--- config.mk ---
export PLATFORM = sky130hd
export DESIGN_NAME = sc_io_hex_display
export DESIGN_NICKNAME = d
export VERILOG_FILES = /design/src/rtl/sc_io_hex_display_pkg.sv /design/src/rtl/sc_io_hex_display_seg7.sv /design/src/rtl/sc_io_hex_display.sv
export SDC_FILE = /design/constraint.sdc
export NUM_CORES = 1
export LEC_CHECK = 0
export BUFFER_PORTS_ARGS = -buffer_cell sky130_fd_sc_hd__buf_2
export CORE_ASPECT_RATIO = 1.2
export CORE_MARGIN = 2
export CORE_UTILIZATION = 29
export CTS_CLUSTER_DIAMETER = 120
export DETAILED_ROUTE_END_ITERATION = 8
export HOLD_SLACK_MARGIN = 0.03
export PLACE_DENSITY_LB_ADDON = 0.1
export SYNTH_ARGS = -nofsm -noshare
export SYNTH_HDL_FRONTEND = slang
export SYNTH_SLANG_ARGS = --single-unit
export TNS_END_PERCENT = 20
--- constraint.sdc ---
create_clock -name clock -period 3.5 [get_ports clock]
set_input_delay 0.525 -clock clock [delete_from_list [all_inputs] [get_ports clock]]
set_output_delay 0.525 -clock clock [all_outputs]
set_load 0.1 [all_outputs]
--- src/rtl/sc_io_hex_display_pkg.sv ---
// Shared types and constants for the output-port hex display.
// Segment codes are active-low {g,f,e,d,c,b,a}.
package sc_io_hex_display_pkg;

  localparam int BCD_W = 12;

  localparam logic [6:0] SEG_BLANK = 7'h7F;
  localparam logic [6:0] SEG_DASH  = 7'h3F;
  localparam logic [6:0] SEG_D0    = 7'h40;
  localparam logic [6:0] SEG_D1    = 7'h79;
  localparam logic [6:0] SEG_D2    = 7'h24;
  localparam logic [6:0] SEG_D3    = 7'h30;
  localparam logic [6:0] SEG_D4    = 7'h19;
  localparam logic [6:0] SEG_D5    = 7'h12;
  localparam logic [6:0] SEG_D6    = 7'h02;
  localparam logic [6:0] SEG_D7    = 7'h78;
  localparam logic [6:0] SEG_D8    = 7'h00;
  localparam logic [6:0] SEG_D9    = 7'h10;

  typedef enum logic [1:0] {
    ST_LOAD  = 2'd0,
    ST_SHIFT = 2'd1,
    ST_DONE  = 2'd2
  } state_e;

  function automatic logic [BCD_W-1:0] bcd_adj(
    input logic [BCD_W-1:0] b
  );
    logic [BCD_W-1:0] r;
    for (int i = 0; i < BCD_W / 4; i++) begin
      if (b[4*i +: 4] >= 4'd5) r[4*i +: 4] = b[4*i +: 4] + 4'd3;
      else                     r[4*i +: 4] = b[4*i +: 4];
    end
    return r;
  endfunction

endpackage

--- src/rtl/sc_io_hex_display_seg7.sv ---
// BCD digit to active-low seven-segment code.
// Non-decimal digits show blank.
module sc_seg7_decoder
  import sc_io_hex_display_pkg::*;
(
  input  logic [3:0] digit,
  output logic [6:0] seg
);

  always_comb begin
    seg = SEG_BLANK;
    unique case (digit)
      4'd0:    seg = SEG_D0;
      4'd1:    seg = SEG_D1;
      4'd2:    seg = SEG_D2;
      4'd3:    seg = SEG_D3;
      4'd4:    seg = SEG_D4;
      4'd5:    seg = SEG_D5;
      4'd6:    seg = SEG_D6;
      4'd7:    seg = SEG_D7;
      4'd8:    seg = SEG_D8;
      4'd9:    seg = SEG_D9;
      default: seg = SEG_BLANK;
    endcase
  end

endmodule

--- src/rtl/sc_io_hex_display.sv ---
// Round-robin double-dabble converter driving three
// two-digit seven-segment pairs from the CPU output ports.
module sc_io_hex_display
  import sc_io_hex_display_pkg::*;
#(
  parameter int IN_W     = 8,
  parameter bit BLANK_LZ = 1'b0
) (
  input  logic        clock,
  input  logic        resetn,
  input  logic [31:0] out_port0,
  input  logic [31:0] out_port1,
  input  logic [31:0] out_port2,
  output logic [6:0]  hex0,
  output logic [6:0]  hex1,
  output logic [6:0]  hex2,
  output logic [6:0]  hex3,
  output logic [6:0]  hex4,
  output logic [6:0]  hex5,
  output logic [2:0]  ovf,
  output logic        busy,
  output logic [1:0]  conv_idx
);

  localparam logic [3:0] CNT_LAST = 4'(IN_W - 1);

  state_e              state_q, state_d;
  logic [3:0]          cnt_q, cnt_d;
  logic [IN_W-1:0]     bin_q, bin_d;
  logic [BCD_W-1:0]    bcd_q, bcd_d;
  logic [1:0]          idx_q, idx_d;
  logic                busy_q, busy_d;
  logic [2:0]          ovf_q, ovf_d;
  logic [6:0]          hex_q [6];
  logic [6:0]          hex_d [6];

  logic [IN_W-1:0]       port_sel;
  logic [BCD_W+IN_W-1:0] shift_w;
  logic [6:0]            seg_tens, seg_ones;
  logic [6:0]            tens_w, ones_w;
  logic                  hund_nz;
  logic                  unused_hi;

  assign unused_hi = ^{out_port0[31:IN_W],
                       out_port1[31:IN_W],
                       out_port2[31:IN_W]};

  always_comb begin
    port_sel = out_port2[IN_W-1:0];
    unique case (idx_q)
      2'd0:    port_sel = out_port0[IN_W-1:0];
      2'd1:    port_sel = out_port1[IN_W-1:0];
      default: port_sel = out_port2[IN_W-1:0];
    endcase
  end

  sc_seg7_decoder u_dec_tens (
    .digit (bcd_q[7:4]),
    .seg   (seg_tens)
  );

  sc_seg7_decoder u_dec_ones (
    .digit (bcd_q[3:0]),
    .seg   (seg_ones)
  );

  // Any hundreds digit means the pair cannot show the value.
  always_comb begin
    hund_nz = (bcd_q[11:8] != 4'd0);
    tens_w  = seg_tens;
    ones_w  = seg_ones;
    if (hund_nz) begin
      tens_w = SEG_DASH;
      ones_w = SEG_DASH;
    end else if (BLANK_LZ && bcd_q[7:4] == 4'd0) begin
      tens_w = SEG_BLANK;
    end
  end

  always_comb begin
    state_d = state_q;
    cnt_d   = cnt_q;
    bin_d   = bin_q;
    bcd_d   = bcd_q;
    idx_d   = idx_q;
    busy_d  = busy_q;
    ovf_d   = ovf_q;
    hex_d   = hex_q;
    shift_w = {bcd_adj(bcd_q), bin_q} << 1;
    unique case (state_q)
      ST_LOAD: begin
        bin_d   = port_sel;
        bcd_d   = '0;
        cnt_d   = '0;
        busy_d  = 1'b1;
        state_d = ST_SHIFT;
      end
      ST_SHIFT: begin
        {bcd_d, bin_d} = shift_w;
        cnt_d = cnt_q + 4'd1;
        if (cnt_q == CNT_LAST) state_d = ST_DONE;
      end
      ST_DONE: begin
        hex_d[{idx_q, 1'b0}] = ones_w;
        hex_d[{idx_q, 1'b1}] = tens_w;
        ovf_d[idx_q]         = hund_nz;
        idx_d   = (idx_q == 2'd2) ? 2'd0 : idx_q + 2'd1;
        busy_d  = 1'b0;
        state_d = ST_LOAD;
      end
      default: begin
        busy_d  = 1'b0;
        state_d = ST_LOAD;
      end
    endcase
  end

  always_ff @(posedge clock) begin
    if (!resetn) begin
      state_q <= ST_LOAD;
      cnt_q   <= '0;
      bin_q   <= '0;
      bcd_q   <= '0;
      idx_q   <= 2'd0;
      busy_q  <= 1'b0;
      ovf_q   <= '0;
      for (int i = 0; i < 6; i++) hex_q[i] <= SEG_BLANK;
    end else begin
      state_q <= state_d;
      cnt_q   <= cnt_d;
      bin_q   <= bin_d;
      bcd_q   <= bcd_d;
      idx_q   <= idx_d;
      busy_q  <= busy_d;
      ovf_q   <= ovf_d;
      for (int i = 0; i < 6; i++) hex_q[i] <= hex_d[i];
    end
  end

  assign hex0     = hex_q[0];
  assign hex1     = hex_q[1];
  assign hex2     = hex_q[2];
  assign hex3     = hex_q[3];
  assign hex4     = hex_q[4];
  assign hex5     = hex_q[5];
  assign ovf      = ovf_q;
  assign busy     = busy_q;
  assign conv_idx = idx_q;

endmodule
==> results.md <==
* Die Area at 15400 sq um
* Final-report hold violation count at 0
* Rows at 48
* Worst setup SP type: register
* Post-layout nets at 637
* Vias after detailed routing at 3418
* EDFF count, synth at 0
* Clock sink total at 88
* Top-count cell post-synth: dfxtp_1
* Status: complete, no violations
* Post-synthesis sequential area ratio at 42.1%
* Synth Area in Simple Gates at 17.0%
* Slowest stage cell, crit path: dfxtp_1
* Hold path startpoint: bin_q[0]
* Port buffer count at 73
* CTS tree: built
* Worst-path clk slew at 0.07 ns
* CTS resizes at 0
* FF-to-FF End: u_dec_tens.seg[3]
* Final Non-Filler Cells at 700
* DIE WIDTH at 114 microns
* Power density over cell area at 412 nW/um^2
* Most Frequent Cell on Critical Path: ha_1
* R2r setup slk at just over 0.9 ns
* Clock Latency Late Sink at 0.34 ns
* Yosys synthesis warning count at 0
* GRT Util Overall at 13.8%
* Met1 usage at between 10% and 20%
* Max VDD drop at about 0.18 mV
* CP Max Fanout at 6
* Top-Level Pins at roughly 150
* Setup_tns at 0 ns
* Initial core utilization at 29.4%
* Worst EP arrival at 2.77 ns
* CP top delay family: compound AO/OA/AOI/OAI gates
* Post-synth top flop: dfxtp_1
* Max Buffers Root-to-Sink at 2
* Vias in the first global route at 3258
* Max-Cap Viols at 0
* Combinational power share at 4.4%
* Adder-Cell Fraction of Synth Area at 5.38%
* Synth Instances at 465
* Post-Route WL at 10100 microns
* Mapped Area at 4180 sq um
* Pleak at 2.13 nW
* Initial antenna violation count at 0
* Total power at roughly 2.0 mW
* CP max stage delay at 0.46 ns
* # DRC at 0
* Worst hold stages at 2
* Antenna diode count at 0
* Clock Skew at 0.00596 ns
* Share of layout cells above drive strength 1 at approximately 23%
* Setup violations, final at 0
* Die Ht at 136 microns
* Clock power share at a little under half
* Num CTS Buffers at 9
* HP Class: register to register
* Slew HR at 33.5%
* Busiest grt layer: met2
* Largest net degree at the start of global routing at 33
* Post-synthesis mux area share at under 10%
* Gpl congestion at 0.771
* Worst Setup End Kind: register
* CP Buf/Inv Count at 1
* H-Tree Depth at 3
* NetSw at slightly below 500 uW
* Placed Instances at 685
* DP Wirelength at between 7000 and 8000 microns
* Congestion Overflow GR at 0
* GR Util met2 at 23.0%
* Syn_nets at 581
* Synth top cells by count: 88 x dfxtp_1, 66 x nand2_1, 44 x o211ai_1
* Post-synth cell types at 65
* Crit path required time at 3.70 ns
* Min cycle time layout at 2.57 ns
* Core area at 14200 sq um
* Sw frac at 24.0%
* Cell Chain, Critical Path: inv_1, ha_1, nand2b_2, a2111oi_0, a41oi_1, a21o_1, ha_1, nand4_1, o32a_1, o311ai_1
* Post-CTS Hold Buffers at 0
* Worst reg2reg path startpoint: bcd_q[5]
* Internal Pwr Total at between 1.5 and 2 mW
* WS Path Type: register to register
* Routing usage on met3 at 2.68%
* Top cells by area, synth: dfxtp_1 42%, o211ai_1 7.9%, nand2_1 5.9%
* Via density at 4.88
* Avg Cell Area, Syn at 9.00 sq um
* Antenna Violating Nets Remaining at 0
* Cell taking the most area after synthesis: dfxtp_1
* Post-CTS Setup Bufs at 0
* Worst hold endpoint: bin_q[0]
* Seq cells post-synth at 88
* Drt wl/cell at 14.4 microns
* Root buffer cell: clkbuf_16
* Area Growth Syn to Fin at 17.1%
* RSZ-0062 raised after global routing: false
* First-pass GRT wire length at 16800 microns
* Compound-gate portion of the synthesized area at a little under a quarter
* Final period utilization at 73.4%
* Main combinational cell family by area after synthesis: compound AO/OA/AOI/OAI gates
* Worst-Margin Slew at approximately 1.0 ns
* Top cell type's share of synthesized area at roughly 42%
* Slew Viols, Final at 0
* DRT iter0 DRCs at 250
* Xor/xnor share of the synthesized area at 0.419%
* Reg2Reg Depth at 10
* Synth async-reset ratio at 0%
* Maximum achievable frequency at 0.389 GHz
* Reg power frac at 50.4%
* DR pass1 iterations at 4
[metal layers]
layer	wire (microns)	part of all wire, %
met1	4830	48
met2	4610	46
met3	455	4.5
met4	157	1.6
met5	0	0
[power groups by stage]
| stage | Combinational [mW] | Sequential, mW | Clock, mW |
|---|---|---|---|
| after floorplan | 0.0569 | 1.04 | 0 |
| after global placement | 0.0888 | 1.04 | 0 |
| after detailed placement | 0.0905 | 1.04 | 0 |
| after CTS | 0.0909 | 1.02 | 0.942 |
| after global routing | 0.100 | 1.02 | 0.990 |
| final | 0.0890 | 1.02 | 0.912 |
[worst max-delay path by stage]
stage / start / end / slack (ns) / cells after the start
6_report: bcd_q[5] / u_dec_tens.seg[3] / 0.93 / 10
5_1_grt: bcd_q[5] / u_dec_tens.seg[3] / 0.72 / 10
4_1_cts: bcd_q[5] / u_dec_tens.seg[3] / 0.91 / 10
3_5_place_dp: bcd_q[5] / u_dec_tens.seg[3] / 0.92 / 10
3_3_place_gp: bcd_q[5] / u_dec_tens.seg[3] / 0.95 / 10
2_1_floorplan: conv_idx[0] / hex4[0] / 1.30 / 6
[through the flow]
stage                     area, sq um  util [%]  setup WS [ns]  hold WS [ns]
after global placement           4620      32.5          0.952         0.449
after floorplan                  4180         -           1.30         0.437
after detailed placement         4620      32.5          0.919         0.449
after CTS                        4900      34.4          0.913         0.465
final                            4900      34.4          0.932         0.466
after global routing             4900      34.4          0.724         0.484
[final cells by class]
cell class,count,area (sq um)
clock buffer,9,225
clock inverter,6,51.3
fill,1486,9340
inverter,19,71.3
multi-input combinational,322,2140
sequential,88,1760
tap,175,219
timing repair buffer,81,425
[registers in the layout, summed over array words and instances (netlist names)]
name	flops
bcd_q	12
bin_q	8
hex0	7
hex1	7
hex2	7
hex3	7
hex4	7
hex5	7
u_dec_ones.seg	7
u_dec_tens.seg	7
cnt_q	4
ovf	3
conv_idx	2
state_q	2
busy	1
[cells by family (layout without fill, tap and decap cells)]
logic type | Yosys count | count (layout)
flip-flops | 88 | 88
AND/OR/NAND/NOR | 148 | 148
buffers and inverters | 55 | 115
XOR/XNOR | 2 | 2
AO/OA/AOI/OAI | 130 | 130
adder cells (fa/ha/maj) | 18 | 18
multiplexers | 24 | 24
[layout by cell type, fill, tap and decap left out, types with 5 or more instances in the layout]
cell type,count
buf_2,73
clkbuf_16,9
mux2i_1,17
o21ai_0,15
nand2_1,66
nor2_1,37
inv_1,19
nand3_1,6
nor3_1,5
nand2b_1,6
buf_4,8
o211ai_1,44
a21oi_1,27
dfxtp_1,88
mux2_2,7
ha_1,18
[worst reg2reg max path: cells and delay by family, from the launching register on]
family,cells,cell delay [ns]
AND/OR/NAND/NOR,2,0.30
AO/OA/AOI/OAI,5,1.16
buffers and inverters,1,0.10
flip-flops,1,0.46
adder cells (fa/ha/maj),2,0.40
(Power assumes the default switching activity.)
